### src/rtl/ahb_simple_master_if.sv
// rtl/ahb_simple_master_if.sv - AHB-Lite bus bundle between the simple master and a slave
interface ahb_simple_master_if;
  logic [31:0] HADDR;
  logic [1:0]  HTRANS;
  logic        HWRITE;
  logic [2:0]  HSIZE;
  logic [2:0]  HBURST;
  logic [3:0]  HPROT;
  logic        HMASTLOCK;
  logic [31:0] HWDATA;
  logic [31:0] HRDATA;
  logic        HREADY;
  logic        HRESP;

  modport master (
    output HADDR, HTRANS, HWRITE, HSIZE, HBURST, HPROT, HMASTLOCK, HWDATA,
    input  HRDATA, HREADY, HRESP
  );

  modport slave (
    input  HADDR, HTRANS, HWRITE, HSIZE, HBURST, HPROT, HMASTLOCK, HWDATA,
    output HRDATA, HREADY, HRESP
  );
endinterface

### src/rtl/ahb_simple_master.sv
// rtl/ahb_simple_master.sv - single-outstanding AHB-Lite master driven by a command/response handshake
module ahb_simple_master #(
  parameter logic [3:0] HPROT_VAL   = 4'b0011,
  parameter bit         CHECK_ALIGN = 1'b1
) (
  input  logic                 HCLK,
  input  logic                 HRESET,
  input  logic                 cmd_valid,
  output logic                 cmd_ready,
  input  logic                 cmd_write,
  input  logic [31:0]          cmd_addr,
  input  logic [1:0]           cmd_size,
  input  logic [31:0]          cmd_wdata,
  output logic                 rsp_valid,
  input  logic                 rsp_ready,
  output logic [31:0]          rsp_rdata,
  output logic                 rsp_err,
  output logic                 busy,
  ahb_simple_master_if.master  ahb
);

  typedef enum logic [1:0] {IDLE, ADDR, DATA, RESP} state_t;

  state_t      state, state_nxt;
  logic [31:0] addr_q, wdata_q, rdata_q;
  logic [1:0]  size_q;
  logic        write_q, err_q;
  logic        accept, reject;

  // A rejected command skips the bus and goes straight to a response.
  always_comb begin
    reject = CHECK_ALIGN && ((cmd_size == 2'd3) ||
                             (cmd_size == 2'd1 && cmd_addr[0]) ||
                             (cmd_size == 2'd2 && cmd_addr[1:0] != 2'b00));
  end

  assign accept = cmd_valid && cmd_ready;

  always_ff @(posedge HCLK) begin
    if (HRESET) state <= IDLE;
    else        state <= state_nxt;
  end

  always_comb begin
    state_nxt = state;
    case (state)
      IDLE:    if (accept)     state_nxt = reject ? RESP : ADDR;
      ADDR:    if (ahb.HREADY) state_nxt = DATA;
      DATA:    if (ahb.HREADY) state_nxt = RESP;
      RESP:    if (rsp_ready)  state_nxt = IDLE;
      default:                 state_nxt = IDLE;
    endcase
  end

  always_comb begin
    cmd_ready  = (state == IDLE) && !HRESET;
    busy       = (state != IDLE) && !HRESET;
    rsp_valid  = (state == RESP);
    ahb.HTRANS = (state == ADDR) ? 2'b10 : 2'b00;
  end

  // Address-phase fields persist past ADDR so the bus holds its last values.
  always_ff @(posedge HCLK) begin
    if (HRESET) begin
      addr_q  <= '0;
      size_q  <= '0;
      write_q <= 1'b0;
      wdata_q <= '0;
      rdata_q <= '0;
      err_q   <= 1'b0;
    end else begin
      if (accept) begin
        addr_q  <= cmd_addr;
        size_q  <= cmd_size;
        write_q <= cmd_write;
        wdata_q <= cmd_wdata;
        if (reject) begin
          rdata_q <= '0;
          err_q   <= 1'b1;
        end
      end
      if (state == DATA && ahb.HREADY) begin
        rdata_q <= write_q ? 32'h0 : ahb.HRDATA;
        err_q   <= ahb.HRESP;
      end
    end
  end

  assign ahb.HADDR     = addr_q;
  assign ahb.HWRITE    = write_q;
  assign ahb.HSIZE     = {1'b0, size_q};
  assign ahb.HBURST    = 3'b000;
  assign ahb.HPROT     = HPROT_VAL;
  assign ahb.HMASTLOCK = 1'b0;
  assign ahb.HWDATA    = wdata_q;
  assign rsp_rdata     = rdata_q;
  assign rsp_err       = err_q;

endmodule

### src/flat_wrapper.sv
// flat-port wrapper written by rule: the top's interface ports become plain ports
module ahb_simple_master_flat 
#(
  parameter logic [3:0] HPROT_VAL   = 4'b0011,
  parameter bit         CHECK_ALIGN = 1'b1
)
  (HCLK, HRESET, cmd_valid, cmd_ready, cmd_write, cmd_addr, cmd_size, cmd_wdata, rsp_valid, rsp_ready, rsp_rdata, rsp_err, busy, ahb_HADDR, ahb_HTRANS, ahb_HWRITE, ahb_HSIZE, ahb_HBURST, ahb_HPROT, ahb_HMASTLOCK, ahb_HWDATA, ahb_HRDATA, ahb_HREADY, ahb_HRESP);
  ahb_simple_master_if ahb_i ();
  input  logic HCLK;
  input  logic HRESET;
  input  logic cmd_valid;
  output logic cmd_ready;
  input  logic cmd_write;
  input  logic [31:0] cmd_addr;
  input  logic [1:0] cmd_size;
  input  logic [31:0] cmd_wdata;
  output logic rsp_valid;
  input  logic rsp_ready;
  output logic [31:0] rsp_rdata;
  output logic rsp_err;
  output logic busy;
  output wire logic [$bits(ahb_i.HADDR)-1:0] ahb_HADDR;
  output wire logic [$bits(ahb_i.HTRANS)-1:0] ahb_HTRANS;
  output wire logic [$bits(ahb_i.HWRITE)-1:0] ahb_HWRITE;
  output wire logic [$bits(ahb_i.HSIZE)-1:0] ahb_HSIZE;
  output wire logic [$bits(ahb_i.HBURST)-1:0] ahb_HBURST;
  output wire logic [$bits(ahb_i.HPROT)-1:0] ahb_HPROT;
  output wire logic [$bits(ahb_i.HMASTLOCK)-1:0] ahb_HMASTLOCK;
  output wire logic [$bits(ahb_i.HWDATA)-1:0] ahb_HWDATA;
  input wire logic [$bits(ahb_i.HRDATA)-1:0] ahb_HRDATA;
  input wire logic [$bits(ahb_i.HREADY)-1:0] ahb_HREADY;
  input wire logic [$bits(ahb_i.HRESP)-1:0] ahb_HRESP;
  assign ahb_HADDR = ahb_i.HADDR;
  assign ahb_HTRANS = ahb_i.HTRANS;
  assign ahb_HWRITE = ahb_i.HWRITE;
  assign ahb_HSIZE = ahb_i.HSIZE;
  assign ahb_HBURST = ahb_i.HBURST;
  assign ahb_HPROT = ahb_i.HPROT;
  assign ahb_HMASTLOCK = ahb_i.HMASTLOCK;
  assign ahb_HWDATA = ahb_i.HWDATA;
  assign ahb_i.HRDATA = ahb_HRDATA;
  assign ahb_i.HREADY = ahb_HREADY;
  assign ahb_i.HRESP = ahb_HRESP;
  ahb_simple_master #(.HPROT_VAL(HPROT_VAL), .CHECK_ALIGN(CHECK_ALIGN)) u_core (.HCLK(HCLK), .HRESET(HRESET), .cmd_valid(cmd_valid), .cmd_ready(cmd_ready), .cmd_write(cmd_write), .cmd_addr(cmd_addr), .cmd_size(cmd_size), .cmd_wdata(cmd_wdata), .rsp_valid(rsp_valid), .rsp_ready(rsp_ready), .rsp_rdata(rsp_rdata), .rsp_err(rsp_err), .busy(busy), .ahb(ahb_i));
endmodule
### config.mk
export PLATFORM = sky130hd
export DESIGN_NAME = ahb_simple_master_flat
export DESIGN_NICKNAME = d
export VERILOG_FILES = /design/src/rtl/ahb_simple_master_if.sv /design/src/rtl/ahb_simple_master.sv /design/src/flat_wrapper.sv
export SDC_FILE = /design/constraint.sdc
export NUM_CORES = 1
export LEC_CHECK = 0
export ABC_AREA = 0
export CORE_MARGIN = 2
export CORE_UTILIZATION = 35
export CTS_CLUSTER_DIAMETER = 80
export DETAILED_ROUTE_END_ITERATION = 6
export PLACE_DENSITY = 0.8
export SETUP_SLACK_MARGIN = 0.3
export SLEW_MARGIN = 20
export SYNTH_ARGS = -nofsm -noshare
export SYNTH_HDL_FRONTEND = slang
export SYNTH_SLANG_ARGS = --single-unit
### constraint.sdc
create_clock -name HCLK -period 4.2 [get_ports HCLK]
set_clock_uncertainty 0.15 [all_clocks]
set_input_delay 0.84 -clock HCLK [delete_from_list [all_inputs] [get_ports HCLK]]
set_output_delay 0.84 -clock HCLK [all_outputs]
set_load 0.01 [all_outputs]
==> flow_metrics.tcl <==
set metrics [dict create \
    clk_pin_slew_ns 0.10 \
    rows 38 \
    wl_um 10200 \
    rsz0062_at_grt "no" \
    vias 3451 \
    clk_latency_ns 0.35 \
    drt_drc_violations_left 0 \
    gp_congestion 0.709 \
    grt_pass1_wl_um 15900 \
    power.leakage_nw 2.23 \
    fmax_mhz 353 \
    met1_usage_pct 20.0 \
    r2r-end "u_core.ahb.HADDR[24]$_SDFFE_PP0P_" \
    dieArea_sq_um 11900 \
    grt_pass1_vias 3288 \
    clock-root-buffer "clkbuf_8" \
    layout-drive-gt1-share_pct 8.62 \
    worstHoldEndpoint "u_core.ahb.HWDATA[20]$_SDFFE_PP0P_" \
    finalPower_mw 2.65 \
    p_per_area_nw_per_um2 433 \
    cp-end-kind "output port" \
    cts_tree "done" \
    max_stage_delay_ns 0.50 \
    cp.required_ns 3.21 \
    ff2ff_path_depth 5 \
    overflow 0 \
    relSlewSlack_pct 40.6 \
    area_growth_pct 58.7 \
    placed_cell_area_sq_um 5940 \
    min-delay-start "u_core.ahb.HWDATA[20]$_SDFFE_PP0P_" \
    cts_sinks 102 \
    antenna_cells 0 \
    cts-htree-levels 3 \
    grt_max_degree 82 \
    crit_arrival_ns 1.84 \
    path_depth 3 \
    portBuffers 208 \
    crit_family "buffers and inverters" \
    ctsHoldBuffers 0 \
    status "completed" \
    drv_slew 0 \
    fp.dieH_um 109 \
    post_cts_buffers 0 \
    crit_buf_inv 2 \
    grt_most_used_layer "met2" \
    postLayoutCellArea_sq_um 6120 \
    grt.met2_usage_pct 28.4 \
    met3_usage_pct 7.41 \
    cts.path.max_buffers 2 \
    syn_area_per_cell_sq_um 9.44 \
    finalNetCount 708 \
    critPathKind "input port to output port" \
    start_kind "input port" \
    track_usage_pct 17.1 \
    start_util_pct 35.8 \
    dieWidth_um 109 \
    setup_violations 0 \
    avgViaCountPerCell 4.64 \
    ys_seq_area_share_pct 52.9 \
    place_inst 727 \
    firstDrtPassIters 4 \
    final.min_clock_period_ns 2.83 \
    fin_crit_sh_pct 67.4 \
    crit_slowest_cell "clkdlybuf4s50_1" \
    crit-reg2reg-launch "u_core.state[1]$_SDFFE_PP0P_" \
    synthDistinctLibCells 31 \
    instances_no_fill 743 \
    ys_ff_latch 102 \
    hold-path-cell-count 2 \
    max-vdd-ir-drop_uv 228 \
    syn_inst 409 \
    worst_pin_slew_ns 0.891 \
    fillCellCount 932 \
    syn_area_sq_um 3860 \
    ys_warn_count 0 \
    hold_path.class "flop to flop" \
    path_cells "buf_2, nor2b_1, clkdlybuf4s50_1" \
    antenna_found_initial 0 \
    cts_resized 0 \
    ant_nets 0 \
    fin_tns_setup_ns 0 \
    dp_hpwl_um 7340 \
    dr.first_iter.drc_count 213 \
    io_pins 219 \
    cts_made_buffers 9 \
    crit_fanout 32 \
    reg2reg_setup_slack_ns 1.63 \
    maxCapViolations 0 \
    core_sq_um 10800 \
    routedWlPerCell_um 13.7 \
    hold_violations 0 \
]
## tightest hold or removal path: cells and delay by family, from the launching register on
family,cells,cell delay [ns]
simple gates,1,0.06
flops,1,0.32
compound gates,1,0.06
## state kept, by name, indices dropped and copies added (netlist names)
signal,flops
u_core.ahb.HADDR,32
u_core.ahb.HWDATA,32
u_core.ahb.HWRITE,1
u_core.rsp_err,1
u_core.rsp_rdata,32
u_core.size_q,2
u_core.state,2
## cell type report
| cell class | instances | area [sq um] | area share, % |
|---|---|---|---|
| multi-input cells | 272 | 1620 | 26.4 |
| inverters | 3 | 11.3 | 0.184 |
| well taps | 140 | 175 | 2.86 |
| repair buffers | 210 | 2090 | 34.2 |
| clock buffers | 11 | 141 | 2.31 |
| clock inverters | 5 | 43.8 | 0.715 |
| flip-flops and latches | 102 | 2040 | 33.3 |
## how the worst max path moves through the flow
stage | startpoint | endpoint | slack (ns)
4_1_cts | u_core.state[1]$_SDFFE_PP0P_ | cmd_ready | 1.33
2_1_floorplan | HRESET | cmd_ready | 1.81
6_report | HRESET | cmd_ready | 1.37
5_1_grt | u_core.state[1]$_SDFFE_PP0P_ | cmd_ready | 1.24
3_5_place_dp | cmd_valid | u_core.ahb.HADDR[0]$_SDFFE_PP0P_ | 1.08
3_3_place_gp | cmd_valid | u_core.rsp_rdata[29]$_SDFFE_PP0P_ | 1.12
## power by group
group | switching [mW] | internal (mW)
sequential | 0.0933 | 1.13
clock | 0.340 | 0.238
combinational | 0.361 | 0.485
total | 0.794 | 1.86
## placed cells by master, fill, tap and decap left out, types with 2 or more instances in the layout
| cell | instances |
|---|---|
| nand2_1 | 68 |
| a22o_2 | 28 |
| nor2b_1 | 2 |
| ha_1 | 5 |
| inv_1 | 3 |
| o21ai_0 | 67 |
| dfxtp_1 | 102 |
| a22o_1 | 4 |
| conb_1 | 10 |
| nand2b_1 | 70 |
| buf_4 | 2 |
| clkbuf_8 | 10 |
| nor2_1 | 2 |
| clkdlybuf4s50_1 | 207 |
| clkinvlp_4 | 2 |
| clkinv_4 | 2 |
## metal layers
metal / wire, um / vias up
met1: 4160 / 1586
met5: 0 / -
li1: - / 1717
met3: 1070 / 9
met2: 4890 / 139
met4: 91 / 0
## metrics by stage
step,setup slack [ns],utilization [%],hold slack (ns)
after global placement,1.12,55.0,0.309
after CTS,1.33,56.7,0.329
final,1.37,56.7,0.325
after floorplan,1.81,-,0.333
after detailed placement,1.08,55.0,0.314
after global routing,1.24,56.7,0.349
## cells by family after synthesis
| family | count (synthesis) | synth area share, % |
|---|---|---|
| AOI/OAI and AO/OA | 109 | 19.4 |
| buffers and inverters | 43 | 6.03 |
| other | 2 | 0.195 |
| adders and majority gates | 5 | 1.62 |
| muxes | 1 | 0.259 |
| DFF | 102 | 52.9 |
| and+or+nand+nor | 147 | 19.6 |
## synth_stat cells
| library cell | instances | share of area (%) |
|---|---|---|
| nor3b_1 | 1 | 0.19 |
| mux2i_1 | 1 | 0.26 |
| nor2b_1 | 2 | 0.32 |
| and4bb_2 | 1 | 0.32 |
| o21ba_2 | 1 | 0.26 |
| a211oi_1 | 1 | 0.19 |
| buf_6 | 3 | 0.88 |
| buf_4 | 11 | 2.1 |
| a221o_1 | 1 | 0.26 |
| a221oi_1 | 1 | 0.23 |
| o21bai_1 | 1 | 0.19 |
| ha_1 | 5 | 1.6 |
| inv_1 | 3 | 0.29 |
| a21o_1 | 1 | 0.19 |
| buf_2 | 6 | 0.78 |
| a22o_1 | 4 | 0.91 |
| a31oi_4 | 1 | 0.55 |
| and3b_1 | 1 | 0.23 |
| nand3_1 | 1 | 0.13 |
| nand2_1 | 68 | 6.6 |
| or3_4 | 1 | 0.29 |
| nor2_1 | 2 | 0.19 |
| a22o_2 | 28 | 7.3 |
| clkbuf_1 | 20 | 1.9 |
| dfxtp_1 | 102 | 53 |
| a31oi_1 | 1 | 0.16 |
| a21o_2 | 1 | 0.23 |
| o21ai_0 | 67 | 8.7 |
| nand2b_1 | 70 | 11 |
| a311oi_1 | 1 | 0.23 |
| conb_1 | 2 | 0.19 |
Note: power is estimated with default switching activity, not from simulation.
